**config.mk**
```make
export PLATFORM = sky130hd
export DESIGN_NAME = if_stage
export DESIGN_NICKNAME = d
export VERILOG_FILES = /design/src/rtl/if_stage_pkg.sv /design/src/rtl/if_next_pc.sv /design/src/rtl/if_stage.sv
export SDC_FILE = /design/constraint.sdc
export NUM_CORES = 1
export LEC_CHECK = 0
export BUFFER_PORTS_ARGS = -buffer_cell sky130_fd_sc_hd__buf_2
export CORE_ASPECT_RATIO = 0.5
export CORE_MARGIN = 2
export CORE_UTILIZATION = 40
export CTS_BUF_LIST = sky130_fd_sc_hd__clkbuf_16
export CTS_CLUSTER_SIZE = 8
export DETAILED_ROUTE_END_ITERATION = 16
export PLACE_DENSITY = 0.7
export SLEW_MARGIN = 20
export SYNTH_ARGS = -nofsm -noshare
export SYNTH_HDL_FRONTEND = slang
export SYNTH_SLANG_ARGS = --single-unit
```
**constraint.sdc**
```tcl
create_clock -name clk -period 2.1 [get_ports clk]
set_input_delay 0.21 -clock clk [delete_from_list [all_inputs] [get_ports clk]]
set_output_delay 0.21 -clock clk [all_outputs]
set_load 0.05 [all_outputs]
```
**src/rtl/if_stage_pkg.sv**
```systemverilog
// ---------------------------------------------------------------------------
// if_stage_pkg
// Shared definitions for the fetch and decode stages: the fixed PC vectors,
// the instruction word injected on a flush, the field layout of the 64-bit
// IF_ID pipeline register, the next-PC source encoding and the incrementer
// that keeps the kernel-mode bit.
// ---------------------------------------------------------------------------
package if_stage_pkg;

    localparam logic [31:0] RESET_PC = 32'h8000_0000;  // PC after reset, kernel mode
    localparam logic [31:0] ILLOP_PC = 32'h8000_0004;  // interrupt vector
    localparam logic [31:0] XADR_PC  = 32'h8000_0008;  // undefined-instruction vector
    localparam logic [31:0] NOP_INSN = 32'h0000_0000;  // bubble instruction

    // IF_ID field layout: instruction in the low word, its PC+4 in the high word
    localparam int IF_ID_W  = 64;
    localparam int INSN_LSB = 0;
    localparam int INSN_MSB = 31;
    localparam int PCP4_LSB = 32;
    localparam int PCP4_MSB = 63;

    // Source of the next PC, listed in priority order
    typedef enum logic [2:0] {
        SEL_INT,
        SEL_EXC,
        SEL_HOLD,
        SEL_JR,
        SEL_J,
        SEL_BR,
        SEL_SEQ
    } pc_sel_e;

    // The kernel bit (PC[31]) is never carried into; the low 31 bits wrap.
    function automatic logic [31:0] pc_inc(input logic [31:0] pc);
        return {pc[31], pc[30:0] + 31'd4};
    endfunction

endpackage

```
**src/rtl/if_next_pc.sv**
```systemverilog
// ---------------------------------------------------------------------------
// if_next_pc
// Combinational next-PC selection for the fetch stage.
// Ports:
//   i_pc            current PC
//   i_z/i_j/i_jr    decode redirects (branch taken, jump, register jump)
//   i_write         0 = load-use stall
//   i_branch_target/i_jump_target/i_jr_target  redirect targets
//   i_interrupt     take interrupt vector
//   i_exception     take undefined-instruction vector
//   o_pc_next       PC to load at the next edge
//   o_pc_plus4      sequential PC (kernel bit preserved)
//   o_flush         IF_ID must be loaded with a bubble
//   o_hold          PC, IF_ID and last_PC_plus4 keep their values
// ---------------------------------------------------------------------------
module if_next_pc
    import if_stage_pkg::*;
(
    input  logic [31:0] i_pc,
    input  logic        i_z,
    input  logic        i_j,
    input  logic        i_jr,
    input  logic        i_write,
    input  logic [31:0] i_branch_target,
    input  logic [31:0] i_jump_target,
    input  logic [31:0] i_jr_target,
    input  logic        i_interrupt,
    input  logic        i_exception,
    output logic [31:0] o_pc_next,
    output logic [31:0] o_pc_plus4,
    output logic        o_flush,
    output logic        o_hold
);

    pc_sel_e     w_sel;
    logic [31:0] w_br_pc;

    assign o_pc_plus4 = pc_inc(i_pc);

    // A taken branch keeps the current mode: low 31 bits from the target,
    // bit 31 from the current PC.
    assign w_br_pc = (i_branch_target & 32'h7FFF_FFFF) | (i_pc & 32'h8000_0000);

    // Priority: interrupt and exception override a stall; a stall masks
    // the decode redirects so the stalled instruction resolves again.
    always_comb begin
        w_sel = SEL_SEQ;
        if (i_interrupt)      w_sel = SEL_INT;
        else if (i_exception) w_sel = SEL_EXC;
        else if (!i_write)    w_sel = SEL_HOLD;
        else if (i_jr)        w_sel = SEL_JR;
        else if (i_j)         w_sel = SEL_J;
        else if (i_z)         w_sel = SEL_BR;
    end

    always_comb begin
        o_pc_next = o_pc_plus4;
        o_flush   = 1'b1;
        o_hold    = 1'b0;
        case (w_sel)
            SEL_INT:  o_pc_next = ILLOP_PC;
            SEL_EXC:  o_pc_next = XADR_PC;
            SEL_HOLD: begin
                o_pc_next = i_pc;
                o_flush   = 1'b0;
                o_hold    = 1'b1;
            end
            SEL_JR:   o_pc_next = i_jr_target;
            SEL_J:    o_pc_next = i_jump_target;
            SEL_BR:   o_pc_next = w_br_pc;
            default: begin
                o_pc_next = o_pc_plus4;
                o_flush   = 1'b0;
            end
        endcase
    end

endmodule

```
**src/rtl/if_stage.sv**
```systemverilog
// ---------------------------------------------------------------------------
// if_stage
// Instruction-fetch stage: holds the PC, addresses the instruction ROM,
// chooses the next PC from decode's redirect/stall controls and loads the
// IF_ID register consumed by decode.
// Ports:
//   clk, reset        clock and synchronous active-high reset
//   imem_addr         ROM address (= PC)
//   imem_rdata        ROM word for imem_addr, same cycle
//   Z, J, JR          decode redirects: branch taken, jump, register jump
//   PC_IF_ID_Write    0 = load-use stall
//   branch_target, jump_target, jr_target   redirect targets
//   interrupt, exception                    vector to ILLOP / XADR
//   IF_ID             {PC+4, instruction} delivered to decode
//   last_PC_plus4     IF_ID PC+4 field before the most recent IF_ID update
//   fetch_count       instructions delivered (not bubbles, not stalls)
// ---------------------------------------------------------------------------
module if_stage
    import if_stage_pkg::*;
(
    input  logic        clk,
    input  logic        reset,
    output logic [31:0] imem_addr,
    input  logic [31:0] imem_rdata,
    input  logic        Z,
    input  logic        J,
    input  logic        JR,
    input  logic        PC_IF_ID_Write,
    input  logic [31:0] branch_target,
    input  logic [31:0] jump_target,
    input  logic [31:0] jr_target,
    input  logic        interrupt,
    input  logic        exception,
    output logic [63:0] IF_ID,
    output logic [31:0] last_PC_plus4,
    output logic [31:0] fetch_count
);

    logic [31:0]        r_pc;
    logic [IF_ID_W-1:0] r_if_id;
    logic [31:0]        r_last_pcp4;
    logic [31:0]        r_fetch_count;

    logic [31:0] w_pc_next;
    logic [31:0] w_pc_plus4;
    logic        w_flush;
    logic        w_hold;

    if_next_pc u_next_pc (
        .i_pc            (r_pc),
        .i_z             (Z),
        .i_j             (J),
        .i_jr            (JR),
        .i_write         (PC_IF_ID_Write),
        .i_branch_target (branch_target),
        .i_jump_target   (jump_target),
        .i_jr_target     (jr_target),
        .i_interrupt     (interrupt),
        .i_exception     (exception),
        .o_pc_next       (w_pc_next),
        .o_pc_plus4      (w_pc_plus4),
        .o_flush         (w_flush),
        .o_hold          (w_hold)
    );

    always_ff @(posedge clk) begin
        if (reset) begin
            r_pc          <= RESET_PC;
            r_if_id       <= {RESET_PC, NOP_INSN};
            r_last_pcp4   <= RESET_PC;
            r_fetch_count <= 32'd0;
        end else if (!w_hold) begin
            r_pc        <= w_pc_next;
            r_last_pcp4 <= r_if_id[PCP4_MSB:PCP4_LSB];
            if (w_flush) begin
                // Bubble carries the redirect target as its PC+4, so an
                // interrupt taken on the bubble returns to the target.
                r_if_id <= {w_pc_next, NOP_INSN};
            end else begin
                r_if_id       <= {w_pc_plus4, imem_rdata};
                r_fetch_count <= r_fetch_count + 32'd1;
            end
        end
    end

    assign imem_addr     = r_pc;
    assign IF_ID         = r_if_id;
    assign last_PC_plus4 = r_last_pcp4;
    assign fetch_count   = r_fetch_count;

endmodule
```
=== Yosys cells after proc, flatten, opt, wreduce, memory -nomap -nowiden ===
Index checks and enable logic that the tools add are counted.

* Add/sub/neg operators: 2
* Multiply operators: 0
* Divide/modulo/power cells: 0
* Order comparisons: 0
* Equality and inequality tests: 5
* Shifts and indexed selects: 0
* Muxes and demuxes: 10
* Bitwise operators: 3
* Reduce and logical (&&, ||, !) cells: 3

{| class="wikitable"
|+ Operators by type and width
! cell !! number
|-
| case mux 32 bit (6 select lines) || 1
|-
| 2-to-1 mux 64 bit || 1
|-
| adder 32 x 1 -> 32 bit (second input constant) || 1
|-
| bitwise OR 31 x 32 -> 32 bit || 1
|-
| adder 31 x 3 -> 31 bit (second input constant) || 1
|-
| 2-to-1 mux 3 bit || 5
|-
| equality test 3 x 2 -> 1 bit (second input constant) || 2
|-
| equality test 3 bit (second input constant) || 2
|-
| OR reduction 5 bit || 1
|-
| equality test 3 x 1 -> 1 bit (second input constant) || 1
|-
| zero test 3 bit || 1
|-
| 2-to-1 mux 1 bit || 2
|-
| 2-to-1 mux 2 bit || 1
|-
| inverter 1 bit || 2
|-
| AND reduction 2 bit || 1
|}

* Bits in registers: 160
* Bits in latches: 0
* RAM bits: 0
* ROM bits: 0
* Bits of input ports: 136
* Logic and storage cells: 27
* Memories: 0

=== Longest topological paths before layout ===
Gate-level depths: netlist of run 1.

* Word-level depth: 11
* Gate-level depth with buffers: 8

=== Hierarchy ===
From an unflattened synthesis of run 1, not the netlist that was laid out.

* Cells, all modules: 912
* Area total of the unflattened synthesis: 7,808.7 um^2

{| class="wikitable"
|+ By module, submodules not included
! module !! instances !! cells each !! area each (um^2) !! seq. area each (um^2)
|-
| if_stage || 1 || 675 || 6,243.5 || 3,203.1
|-
| if_next_pc || 1 || 237 || 1,565.3 || 0.0
|}

=== Worst setup path before layout of run 1 ===
OpenSTA, ideal clock, no wires.

* Path type: reg-to-reg
* Start point: register r_pc[2], in the netlist imem_addr[2]
* End point: register r_pc[18], in the netlist imem_addr[18]
* Arrival time: 2.293 ns
* Path slack: -0.268 ns
* Stages on the path, launching flop included: 7
* Buffers on the path: 0
* Period minus slack after synthesis: 2.368 ns
* Cell sequence: dfxtp_1 > ha_1 > nand4_1 > nor4_4 > nand4_1 > or3_1 > a31oi_1

* Word-level cells in the longest chain between the ends: 2

{| class="wikitable"
|+ RTL lines
! element !! line !! text
|-
| start: declaration || if_stage.sv:39 || <nowiki>logic [31:0] r_pc;</nowiki>
|-
| start signal: assignment || if_stage.sv:73 || <nowiki>r_pc <= w_pc_next;</nowiki>
|-
| adder 31 x 3 -> 31 bit || if_stage_pkg.sv:35 || <nowiki>return {pc[31], pc[30:0] + 31'd4};</nowiki>
|-
| case mux 32 bit (6 select lines) || if_next_pc.sv:60 || <nowiki>case (w_sel)</nowiki>
|}

Every way passes these cells.
A chain may end at the register's enable or synchronous reset.

=== Final worst setup path of run 1 ===
* Start point: register r_pc[23], in the netlist imem_addr[23]
* End point: register r_if_id[61], in the netlist IF_ID[61]

* Word-level cells in the longest chain between the ends: 3

{| class="wikitable"
|+ RTL lines
! element !! line !! text
|-
| adder 31 x 3 -> 31 bit (*) || if_stage_pkg.sv:35 ||
|-
| case mux 32 bit (6 select lines) || if_next_pc.sv:60 ||
|-
| 2-to-1 mux 64 bit (*) || if_stage.sv:75 || <nowiki>if (w_flush) begin</nowiki>
|-
| end signal: assignment || if_stage.sv:69 || <nowiki>r_if_id <= {RESET_PC, NOP_INSN};</nowiki>
|-
| end signal: assignment || if_stage.sv:78 || <nowiki>r_if_id <= {w_pc_next, NOP_INSN};</nowiki>
|-
| end signal: assignment || if_stage.sv:80 || <nowiki>r_if_id <= {w_pc_plus4, imem_rdata};</nowiki>
|-
| end: declaration || if_stage.sv:40 || <nowiki>logic [IF_ID_W-1:0] r_if_id;</nowiki>
|}

Mark *: on every way between the ends. The rest lies on a longest branch, timed or not.

==> summary.txt, run 1 <==
Pwr
  – P_int: approximately 5 mW
  – Switch Pwr: 1.94 mW
  – Combinational power share: between 10% and 20%
  – Overall Power: slightly below 7 mW
  – Sw Ratio: about 28%
  – Clock power share: approximately 43%
  – Power per Cell Area: 689 nW/um^2
  – Peak VDD IR: about 0.00054 V
  – Sequential share of power: a little under half
  – LEAKAGE: roughly 4.5 nW

Drt
  – Antenna Violating Nets Remaining: 0
  – Max layer used: met4
  – Routed length on met3: ~1.6 mm
  – Metal2 WL: 12.6 mm
  – Routed wire per std cell: between 15 and 20 um
  – Initial DRC Count: roughly 640
  – Via density: between 5 and 6
  – Detailed Routing Iterations Pass 1: 8
  – Vias: 8199
  – Met1 WL: around 11 mm
  – # DRC: 0
  – Final WL: approximately 26 mm

Timing
  – Slew margin rel.: a little over three fifths
  – Clock Skews: approximately 0.012 ns
  – Final min period: ~2 ns
  – Final hold vios: 0
  – Unrepaired setup endpoints after global routing: false
  – Final Worst Setup Slack: 0.105 ns
  – Period utilization: roughly 95%
  – Worst-margin pin slew: 0.562 ns
  – Setup violators final: 0
  – Pins Over Slew Limit: 0
  – Fmax: roughly 500 MHz

Floorplanning
  – Starting Density: between 40 and 50%
  – Die Wd: 197 um
  – Rows: 35
  – DIE AREA: 19800 sq um
  – Core Region: roughly 18000 sq um
  – Die Y: between 100 and 150 um
  – I/O pin count: 296

Clock tree
  – Inserted Clock Buffers: 17
  – Post-cts hold buffer count: 0
  – H-tree depth: 4
  – Worst-path clk slew: ~0.070 ns
  – Count of clock tree sinks: between 150 and 200
  – Max Buffers Root-to-Sink: 2
  – Clock latency on the worst-skew pair: roughly 0.42 ns
  – Root buffer cell: clkbuf_16
  – CTS tree: done

Layout
  – Share of cells above drive strength 1: 34.4%
  – Nets: around 1300
  – Layout area overhead: 35.0%
  – Ant. Diodes: 0
  – Fin area: 10100 sq um
  – Fin util: 54.9%

Critical path
  – RR Startpoint: imem_addr[23]
  – Worst EP arrival: 2.36 ns
  – Crit path capture type: flip-flop
  – Crit path max fanout: 6
  – Crit Path Class: reg2reg
  – Worst Setup Start Kind: flip-flop
  – R2r worst-path depth: 5
  – R2r setup slk: ~0.10 ns
  – Reg2reg end: IF_ID[61]
  – Required @ worst endpoint: 2.46 ns

Placed design
  – Port Buffers: between 200 and 300
  – Dpl cell area: approximately 9500 sq um
  – Dpl ws: 0.0205 ns
  – GP Congestion: roughly 0.95
  – HPWL Detailed: slightly below 20 mm

Worst hold path
  – Hold path cells: 3
  – Hold Crit Endpoint: IF_ID[21]
  – Worst min-delay path class: in2reg
  – Min-Delay Startpoint: imem_rdata[21]

Synth
  – Seq/Total Area, Yosys: between 40% and 50%
  – Yosys warnings: 0
  – Syn nets: about 1000
  – #FFs+latches synth: 160
  – Ys async rst share: 0%
  – Post-synth cell types: between 60 and 70
  – Post-synth EDFFs: 0
  – Dominant synthesized flop cell: dfxtp_1
  – Mapped Cells: 909
  – Syn Area/Cell: approximately 8.2 sq um
  – Synthesized area: 7470 sq um

GRT
  – Largest net degree at the start of global routing: 65
  – Vias in the first global route: about 7700
  – Gr usage total: 25.6%
  – First-pass GRT wire length: ~40 mm
  – Global route overflow: 0
  – Initial antenna violation count: 0

Run
  – Max Cap Violations: 0

Run status
  – Status: completed
## state kept, by name (all words and copies together) (netlist names)
name,count
IF_ID,64
fetch_count,32
imem_addr,32
last_PC_plus4,32
## cell families after synthesis
| logic type | count (synthesis) | synth area share (%) |
|---|---|---|
| xor+xnor | 43 | 5.04 |
| flops | 160 | 42.9 |
| compound gates | 241 | 21.6 |
| mux | 1 | 0.134 |
| simple gates | 380 | 25.3 |
| buf+inv | 82 | 4.68 |
| fa+ha+maj | 2 | 0.335 |
## how the worst max path moves through the flow
| stage | slack [ns] | depth (start not counted) | startpoint | end |
|---|---|---|---|---|
| after floorplan | -0.01 | 6 | imem_addr[2] | imem_addr[18] |
| after global placement | 0.04 | 8 | PC_IF_ID_Write | IF_ID[49] |
| after detailed placement | 0.02 | 8 | PC_IF_ID_Write | IF_ID[49] |
| after CTS | 0.11 | 6 | imem_addr[2] | imem_addr[18] |
| after global routing | 0.02 | 5 | imem_addr[14] | imem_addr[28] |
| final | 0.10 | 5 | imem_addr[23] | IF_ID[61] |
## repair_timing
action	CTS	global route
endpoints found under the setup margin	0	3
buffers inserted	0	2
gates resized for setup	0	1
## synth_stat cells, drive strengths merged (3+ instances only)
| cell | n | area (sq um) |
|---|---|---|
| nand4 | 25 | 178 |
| nand2 | 110 | 413 |
| o21ai | 29 | 145 |
| xor2 | 30 | 263 |
| and2 | 10 | 62.6 |
| a21o | 8 | 60.1 |
| clkbuf | 47 | 176 |
| a221o | 7 | 70.1 |
| a222oi | 10 | 100 |
| o211ai | 3 | 22.5 |
| nor3 | 24 | 125 |
| xnor2 | 13 | 114 |
| o31a | 3 | 26.3 |
| and3 | 12 | 75.1 |
| a221oi | 5 | 43.8 |
| o221ai | 3 | 26.3 |
| nor2 | 105 | 394 |
| a22o | 4 | 35.0 |
| o22ai | 7 | 43.8 |
| dfxtp | 160 | 3200 |
| nand3 | 42 | 215 |
| a31oi | 14 | 87.6 |
| nand2b | 8 | 50.1 |
| a22oi | 40 | 300 |
| buf | 27 | 129 |
| a211oi | 9 | 67.6 |
| a21oi | 75 | 375 |
| or4 | 4 | 30.0 |
| nor4 | 7 | 86.3 |
| a311oi | 4 | 35.0 |
| and4 | 12 | 106 |
| or3 | 12 | 75.1 |
| inv | 7 | 26.3 |
## worst max-delay path, cell delays in order, from the launching register on
cell	delay, ns
dfxtp_1	0.47
nand4_1	0.24
nor3_1	0.46
nand3_2	0.18
or4b_1	0.49
nand3_1	0.09
## power groups by stage
| stage | sequential [mW] | clock [mW] | combinational (mW) |
|---|---|---|---|
| floorplan | 3.43 | 0 | 0.254 |
| finish | 3.15 | 2.99 | 0.801 |
| CTS | 3.15 | 3.03 | 0.796 |
| global placement | 3.22 | 0 | 0.782 |
| global route | 3.16 | 3.17 | 0.851 |
| detailed placement | 3.22 | 0 | 0.794 |
## layer usage
| layer | vias up | GRT usage [%] |
|---|---|---|
| li1 | 3908 | - |
| met3 | 60 | 4.35 |
| met5 | - | 0 |
| met4 | 0 | 11.0 |
| met2 | 303 | 42.4 |
| met1 | 3928 | 33.1 |
## placed cells by master (no fill, tap or decap), types with 11 or more instances in the layout
cell       instances
buf_2            293
o21ai_0           26
and3_1            12
nor3_1            23
dfxtp_2           13
a21oi_1           74
nand2_1          110
dfxtp_1          144
a31oi_1           14
xor2_1            30
xnor2_1           13
a22oi_1           40
and4_1            11
nand3_1           41
or3_1             11
buf_4             59
clkbuf_16         17
nand4_1           23
nor2_1           103
## area by class of cell
type                       instances  area (sq um)
clock buffer                      17           425
clock inverter                    15           131
fill                            1706          8270
inverter                           8          43.8
multi-input combinational        667          3960
sequential                       160          3230
tap                              240           300
timing repair buffer             356          1990
## metrics by stage
step / cells / hold WS [ns] / TNS [ns]
floorplan: 909 / 0.358 / -0.0142
global placement: 1429 / 0.435 / 0
detailed placement: 1429 / 0.441 / 0
CTS: 1461 / 0.00831 / 0
global route: 1463 / 0.0238 / 0
finish: 1463 / 0.0212 / 0
No activity file was read; power rests on OpenSTA's default activity.
==> inputs of run 2 (changes only) <==
--- a/config.mk
+++ b/config.mk
@@ -7,13 +7,13 @@
 export LEC_CHECK = 0
 export BUFFER_PORTS_ARGS = -buffer_cell sky130_fd_sc_hd__buf_2
 export CORE_ASPECT_RATIO = 0.5
-export CORE_MARGIN = 2
+export CORE_MARGIN = 10
 export CORE_UTILIZATION = 40
 export CTS_BUF_LIST = sky130_fd_sc_hd__clkbuf_16
 export CTS_CLUSTER_SIZE = 8
 export DETAILED_ROUTE_END_ITERATION = 16
 export PLACE_DENSITY = 0.7
-export SLEW_MARGIN = 20
+export RECOVER_POWER = 50
 export SYNTH_ARGS = -nofsm -noshare
 export SYNTH_HDL_FRONTEND = slang
 export SYNTH_SLANG_ARGS = --single-unit
==> summary.txt, run 2 (same netlist as run 1, synthesis figures left out) <==
Placed design
  – Port Buffers: 294 (unchanged)
  – HPWL Detailed: 22.2 mm (was 19.6 mm)
  – GP Congestion: 0.894 (was 0.946)
  – Dpl ws: 0.0472 ns (was 0.0205 ns)

Critical path
  – Required @ worst endpoint: 2.44 ns (was 2.46 ns)
  – Critical Path Max Stage Delay: 0.64 ns (was 0.49 ns)
  – Crit path max fanout: 10 (was 6)
  – R2r worst-path depth: 6 (was 5)
  – Worst EP arrival: 2.41 ns (was 2.36 ns)
  – Crit Path Class: in2reg (was reg2reg)
  – Top cell family by delay on the critical path: buffers and inverters (was simple AND/OR/NAND/NOR gates)
  – Worst Setup Start Kind: primary input (was flip-flop)
  – Most frequent CP cell: clkbuf_1
  – CP Cell Sequence: clkbuf_1 > clkbuf_1 > nor4bb_1 > clkbuf_1 > buf_4 > a222oi_1 > a31oi_1 (was nand4_1 > nor3_1 > nand3_2 > or4b_1 > nand3_1)
  – CP max stage cell: nor4bb_1 (was or4b_1)
  – R2r setup slk: 0.10 ns (about the same)
  – Critical path buffer and inverter count: 4 (was 0)
  – Reg2reg end: imem_addr[18] (was IF_ID[61])
  – RR Startpoint: imem_addr[8] (was imem_addr[23])
  – Crit path capture type: flip-flop (unchanged)

Floorplanning
  – I/O pin count: 296 (unchanged)
  – Starting Density: 40.7% (unchanged)
  – Rows: 35 (unchanged)
  – Die Y: 117 um (was 101 um)
  – DIE AREA: 24900 sq um (was 19800 sq um)
  – Die Wd: 213 um (was 197 um)
  – Core Region: 18300 sq um (unchanged)

Clock tree
  – CTS tree: done (unchanged)
  – Count of clock tree sinks: 160 (unchanged)
  – Inserted Clock Buffers: 17 (unchanged)
  – Post-cts hold buffer count: 0 (unchanged)
  – Worst-path clk slew: 0.07 ns (about the same)
  – H-tree depth: 4 (unchanged)
  – Clock latency on the worst-skew pair: 0.42 ns (about the same)
  – Max Buffers Root-to-Sink: 2 (unchanged)
  – Root buffer cell: clkbuf_16 (unchanged)

GRT
  – Global route overflow: 0 (unchanged)
  – Gr usage total: 22.4% (was 25.6%)
  – Largest net degree at the start of global routing: 62 (was 65)
  – Vias in the first global route: 7951 (was 7658)
  – Initial antenna violation count: 0 (unchanged)
  – First-pass GRT wire length: 43.7 mm (was 40.0 mm)

Drt
  – Routed wire per std cell: 19.9 um (was 18.0 um)
  – Detailed Routing Iterations Pass 1: 5 (was 8)
  – Vias: 8209 (was 8199)
  – Initial DRC Count: 739 (was 643)
  – Final WL: 29.1 mm (was 26.3 mm)
  – Via density: 5.62 (was 5.60)
  – # DRC: 0 (unchanged)
  – Antenna Violating Nets Remaining: 0 (unchanged)

Timing
  – Setup violators final: 0 (unchanged)
  – Final min period: 2.07 ns (was 2.00 ns)
  – Unrepaired setup endpoints after global routing: false (unchanged)
  – Worst-margin pin slew: 0.959 ns (was 0.562 ns)
  – Slew margin rel.: 36.1% (was 62.5%)
  – Clock Skews: 0.0136 ns (was 0.0120 ns)
  – Period utilization: 98.4% (was 95.0%)
  – Final Worst Setup Slack: 0.0335 ns (was 0.105 ns)
  – Setup TNS: 0 ns (unchanged)
  – Final hold vios: 0 (unchanged)
  – Fmax: 484 MHz (was 501 MHz)
  – Pins Over Slew Limit: 0 (unchanged)

Worst hold path
  – Min-Delay Startpoint: imem_rdata[23] (was imem_rdata[21])
  – Hold path cells: 3 (unchanged)
  – Worst min-delay path class: in2reg (unchanged)
  – Hold Crit Endpoint: IF_ID[23] (was IF_ID[21])

Layout
  – Nets: 1347 (was 1348)
  – Most frequent cells in the layout: buf_2 (185), dfxtp_1 (144), clkbuf_1 (114), nand2_1 (110), nor2_1 (103) (was buf_2 (293), dfxtp_1 (144), nand2_1 (110), nor2_1 (103), a21oi_1 (74))
  – Commonest non-fill, non-tap cell in the layout: buf_2 (unchanged)
  – Share of cells above drive strength 1: 24.9% (was 34.4%)
  – Layout area overhead: 33.1% (was 35.0%)
  – Flip-flop count of the largest register after layout: 64 (unchanged)
  – Ant. Diodes: 0 (unchanged)

Run status
  – Status: completed (unchanged)

Pwr
  – LEAKAGE: 3.96 nW (was 4.47 nW)
  – Power per Cell Area: 707 nW/um^2 (was 689 nW/um^2)
  – Peak VDD IR: 0.000538 V (was 0.000542 V)

Run
  – Max Cap Violations: 0 (unchanged)
==> run 2: cell count changes in the layout (fill, tap and decap cells not counted), moves of 2 or more <==
cell,delta
clkbuf_1,+114
buf_2,-108
buf_4,-11
clkinvlp_4,+5
buf_12,+3
clkinv_4,-3
inv_4,-2
==> run 2: worst max-delay path by stage <==
stage / start / to / depth (start not counted)
floorplan: imem_addr[2] / imem_addr[18] / 6
global placement: PC_IF_ID_Write / fetch_count[31] / 8
detailed placement: imem_addr[2] / imem_addr[18] / 6
CTS: imem_addr[2] / imem_addr[18] / 6
global route: imem_addr[2] / IF_ID[56] / 7
finish: PC_IF_ID_Write / IF_ID[54] / 7
==> run 2: metrics by stage <==
stage	std cells	utilization, %	cell area (sq um)	total power, mW	hold WS, ns
detailed placement	1429	51.9	9530	4.03	0.442
global route	1461	54.1	9940	7.27	0.0178
global placement	1429	51.9	9530	4.01	0.436
finish	1461	54.1	9940	7.02	0.0289
floorplan	909	-	7490	3.68	0.358
CTS	1460	55.1	10100	7.08	0.00875
==> run 2: per-layer routing <==
metal	track usage, %	part of all wire [%]	vias up
li1	-	-	3908
met1	26.7	41	3956
met2	39.5	51	294
met3	4.34	6.0	51
met4	8.49	2.3	0
met5	0	0	-
==> run 2: layout make-up <==
class                   instances  area, sq um
inverters                       8         43.8
multi-input cells             667         3930
fillers                      1796         8410
repair buffers                355         1860
clock inverters                13          126
clock buffers                  18          450
well taps                     240          300
flip-flops and latches        160         3230
==> run 2: tightest hold or removal path: cells and delay by family <==
family	cells	cell delay (ns)
buffers and inverters	1	0.08
AOI/OAI and AO/OA	1	0.05
and+or+nand+nor	1	0.07
==> run 2: where the power goes <==
group	switching, mW	leakage, nW	internal, mW
Clock	1.35	0.267	1.72
Sequential	0.0588	1.30	3.10
Combinational	0.545	2.39	0.248
Total	1.96	3.96	5.06
==> run 2: timing repair <==
item,4_1_cts,5_1_grt
buffers inserted,0,1
setup endpoints to repair,0,6
resized for setup,0,1
==> inputs of run 3 (changes only) <==
==> constraint.sdc (replaced) <==
create_clock -name clk -period 2.34 [get_ports clk]
set_input_delay 0.234 -clock clk [delete_from_list [all_inputs] [get_ports clk]]
set_output_delay 0.234 -clock clk [all_outputs]
set_load 0.05 [all_outputs]
==> summary.txt, run 3 (same netlist as run 1, synthesis figures left out) <==
GRT
  – Global route overflow: 0 (unchanged)
  – Gr usage total: 22.4% (about the same)
  – First-pass GRT wire length: 43.6 mm (was 43.7 mm)
  – Largest net degree at the start of global routing: 59 (was 62)
  – Initial antenna violation count: 1 (was 0)
  – Vias in the first global route: 7802 (was 7951)

Clock tree
  – Max Buffers Root-to-Sink: 2 (unchanged)
  – H-tree depth: 4 (unchanged)
  – Worst-path clk slew: 0.07 ns (about the same)
  – CTS tree: done (unchanged)
  – Inserted Clock Buffers: 17 (unchanged)
  – Post-cts hold buffer count: 0 (unchanged)
  – Clock latency on the worst-skew pair: 0.43 ns (was 0.42 ns)
  – Count of clock tree sinks: 160 (unchanged)
  – Root buffer cell: clkbuf_16 (unchanged)

Timing
  – Unrepaired setup endpoints after global routing: false (unchanged)
  – Pins Over Slew Limit: 0 (unchanged)
  – Slew margin rel.: 34.1% (was 36.1%)
  – Period utilization: between 90% and 100%
  – Clock Skews: 0.0108 ns (was 0.0136 ns)
  – Fmax: roughly 450 MHz
  – Final min period: 2.24 ns
  – Setup violators final: 0 (unchanged)
  – Final Worst Setup Slack: 0.0953 ns (was 0.0335 ns)
  – Min Hold Slack: 0.0445 ns (was 0.0289 ns)
  – Setup TNS: 0 ns (unchanged)
  – Final hold vios: 0 (unchanged)
  – Worst-margin pin slew: 0.984 ns (was 0.959 ns)

Placed design
  – Placed cells: 1411 (was 1429)
  – HPWL Detailed: 22.1 mm (was 22.2 mm)
  – GP Congestion: 0.925 (was 0.894)
  – Dpl ws: 0.159 ns (was 0.0472 ns)
  – Port Buffers: 294 (unchanged)
  – Dpl cell area: 9330 sq um (was 9530 sq um)

Pwr
  – Switch Pwr: 1.75 mW (was 1.96 mW)
  – Overall Power: 6.33 mW (was 7.02 mW)
  – P_int: 4.57 mW (was 5.06 mW)
  – Peak VDD IR: 0.000556 V (was 0.000538 V)
  – Sequential share of power: 44.7% (was 44.9%)
  – Power per Cell Area: 649 nW/um^2 (was 707 nW/um^2)
  – Combinational power share: 10.9% (was 11.3%)
  – LEAKAGE: 3.85 nW (was 3.96 nW)
  – Sw Ratio: 27.7% (was 27.9%)
  – Clock power share: 44.3% (was 43.8%)

Critical path
  – R2r setup slk: 0.1 ns (was 0.10 ns)
  – CP Cell Sequence: ha_1 > nand4_1 > nor4_4 > buf_4 > nand2_1 > or3_1 > a31oi_1 (was clkbuf_1 > clkbuf_1 > nor4bb_1 > clkbuf_1 > buf_4 > a222oi_1 > a31oi_1)
  – Crit path capture type: flip-flop (unchanged)
  – Crit Path Class: reg2reg (was in2reg)
  – Worst Setup Start Kind: flip-flop (was primary input)
  – Crit path max fanout: 9 (was 10)
  – Critical Path Max Stage Delay: 0.47 ns (was 0.64 ns)
  – Worst EP arrival: 2.59 ns (was 2.41 ns)
  – CP max stage cell: nor4_4 (was nor4bb_1)
  – Required @ worst endpoint: 2.69 ns (was 2.44 ns)

Floorplanning
  – Starting Density: 40.7% (unchanged)
  – Die Wd: 213 um (unchanged)
  – Die Y: 117 um (unchanged)
  – Core Region: 18300 sq um (unchanged)
  – Rows: 35 (unchanged)
  – I/O pin count: 296 (unchanged)
  – DIE AREA: 24900 sq um (unchanged)

Layout
  – Footprint of the multi-input gates: 3920 sq um (was 3930 sq um)
  – Filler Cell Count: 1809 (was 1796)
  – Fin area: 9750 sq um (was 9940 sq um)
  – Share of cells above drive strength 1: 22.0% (was 24.9%)
  – Layout area overhead: 30.6% (was 33.1%)
  – Post-route insts no fill: 1446 (was 1461)
  – Nets: 1331 (was 1347)
  – Flip-flop count of the largest register after layout: 64 (unchanged)
  – Area occupied by registers: 3210 sq um (was 3230 sq um)
  – Fin util: 53.1% (was 54.1%)
  – Commonest non-fill, non-tap cell in the layout: buf_2 (unchanged)
  – Most frequent cells in the layout: buf_2 (173), dfxtp_1 (158), clkbuf_1 (122), nand2_1 (110), nor2_1 (104) (was buf_2 (185), dfxtp_1 (144), clkbuf_1 (114), nand2_1 (110), nor2_1 (103))

Drt
  – Max layer used: met4 (unchanged)
  – Via density: 5.60 (was 5.62)
  – Initial DRC Count: 796 (was 739)
  – Detailed Routing Iterations Pass 1: 5 (unchanged)
  – # DRC: 0 (unchanged)
  – Metal2 WL: 14.6 mm (was 14.8 mm)
  – Vias: 8091 (was 8209)
  – Met1 WL: 11.9 mm (about the same)
  – Final WL: 28.8 mm (was 29.1 mm)
  – Routed length on met3: 1.66 mm (was 1.76 mm)
  – Routed wire per std cell: 19.9 um (about the same)
  – Antenna Violating Nets Remaining: 0 (unchanged)

Worst hold path
  – Worst min-delay path class: in2reg (unchanged)

Run status
  – Status: completed (unchanged)

Run
  – Max Cap Violations: 0 (unchanged)
## run 3: cell count changes in the layout (fill, tap and decap cells not counted), sizes merged
cell,previous run,this run
clkbuf,133,142
inv,13,12
clkinvlp,5,3
bufinv,2,3
buf,240,214
clkinv,1,4
diode,0,1
## run 3: path summary, 6_finish.rpt
path                    startpoint          endpoint  cells past startpoint
hold reg to reg   last_PC_plus4[6]  last_PC_plus4[6]                      2
hold / removal      imem_rdata[28]         IF_ID[28]                      3
setup / recovery      imem_addr[2]     imem_addr[16]                      7
setup reg to reg      imem_addr[2]     imem_addr[16]                      7
## run 3: layout make-up
class	count	area share, %
sequential	160	32.9
antenna	1	0.0257
tap	240	3.08
inverter	8	0.449
multi-input combinational	667	40.2
clock inverter	14	1.60
clock buffer	17	4.36
timing repair buffer	339	17.4
## run 3: per-layer routing
| metal | global-route usage, % | vias up |
|---|---|---|
| li1 | - | 3881 |
| met1 | 26.5 | 3862 |
| met2 | 40.0 | 301 |
| met3 | 4.69 | 47 |
| met4 | 7.41 | 0 |
| met5 | 0 | - |
## run 3: power by group through the flow
stage | combinational [mW] | sequential (mW) | clock (mW)
2_1_floorplan | 0.228 | 3.08 | 0
3_3_place_gp | 0.698 | 2.89 | 0
3_5_place_dp | 0.707 | 2.89 | 0
4_1_cts | 0.709 | 2.83 | 2.85
5_1_grt | 0.738 | 2.84 | 2.99
6_report | 0.693 | 2.83 | 2.80
## run 3: what timing repair did
action | in CTS | in global routing
setup endpoints to repair | 0 | 1
gates resized for setup | 0 | 0
endpoints found under the hold margin | 0 | 0
buffers inserted | 0 | 3
## run 3: critical path, delay by kind of cell, from the launching register on
kind                       cells  cell delay [ns]
and+or+nand+nor                4             1.16
adders and majority gates      1             0.26
DFF                            1             0.41
buffers and inverters          1             0.19
AOI/OAI and AO/OA              1             0.15
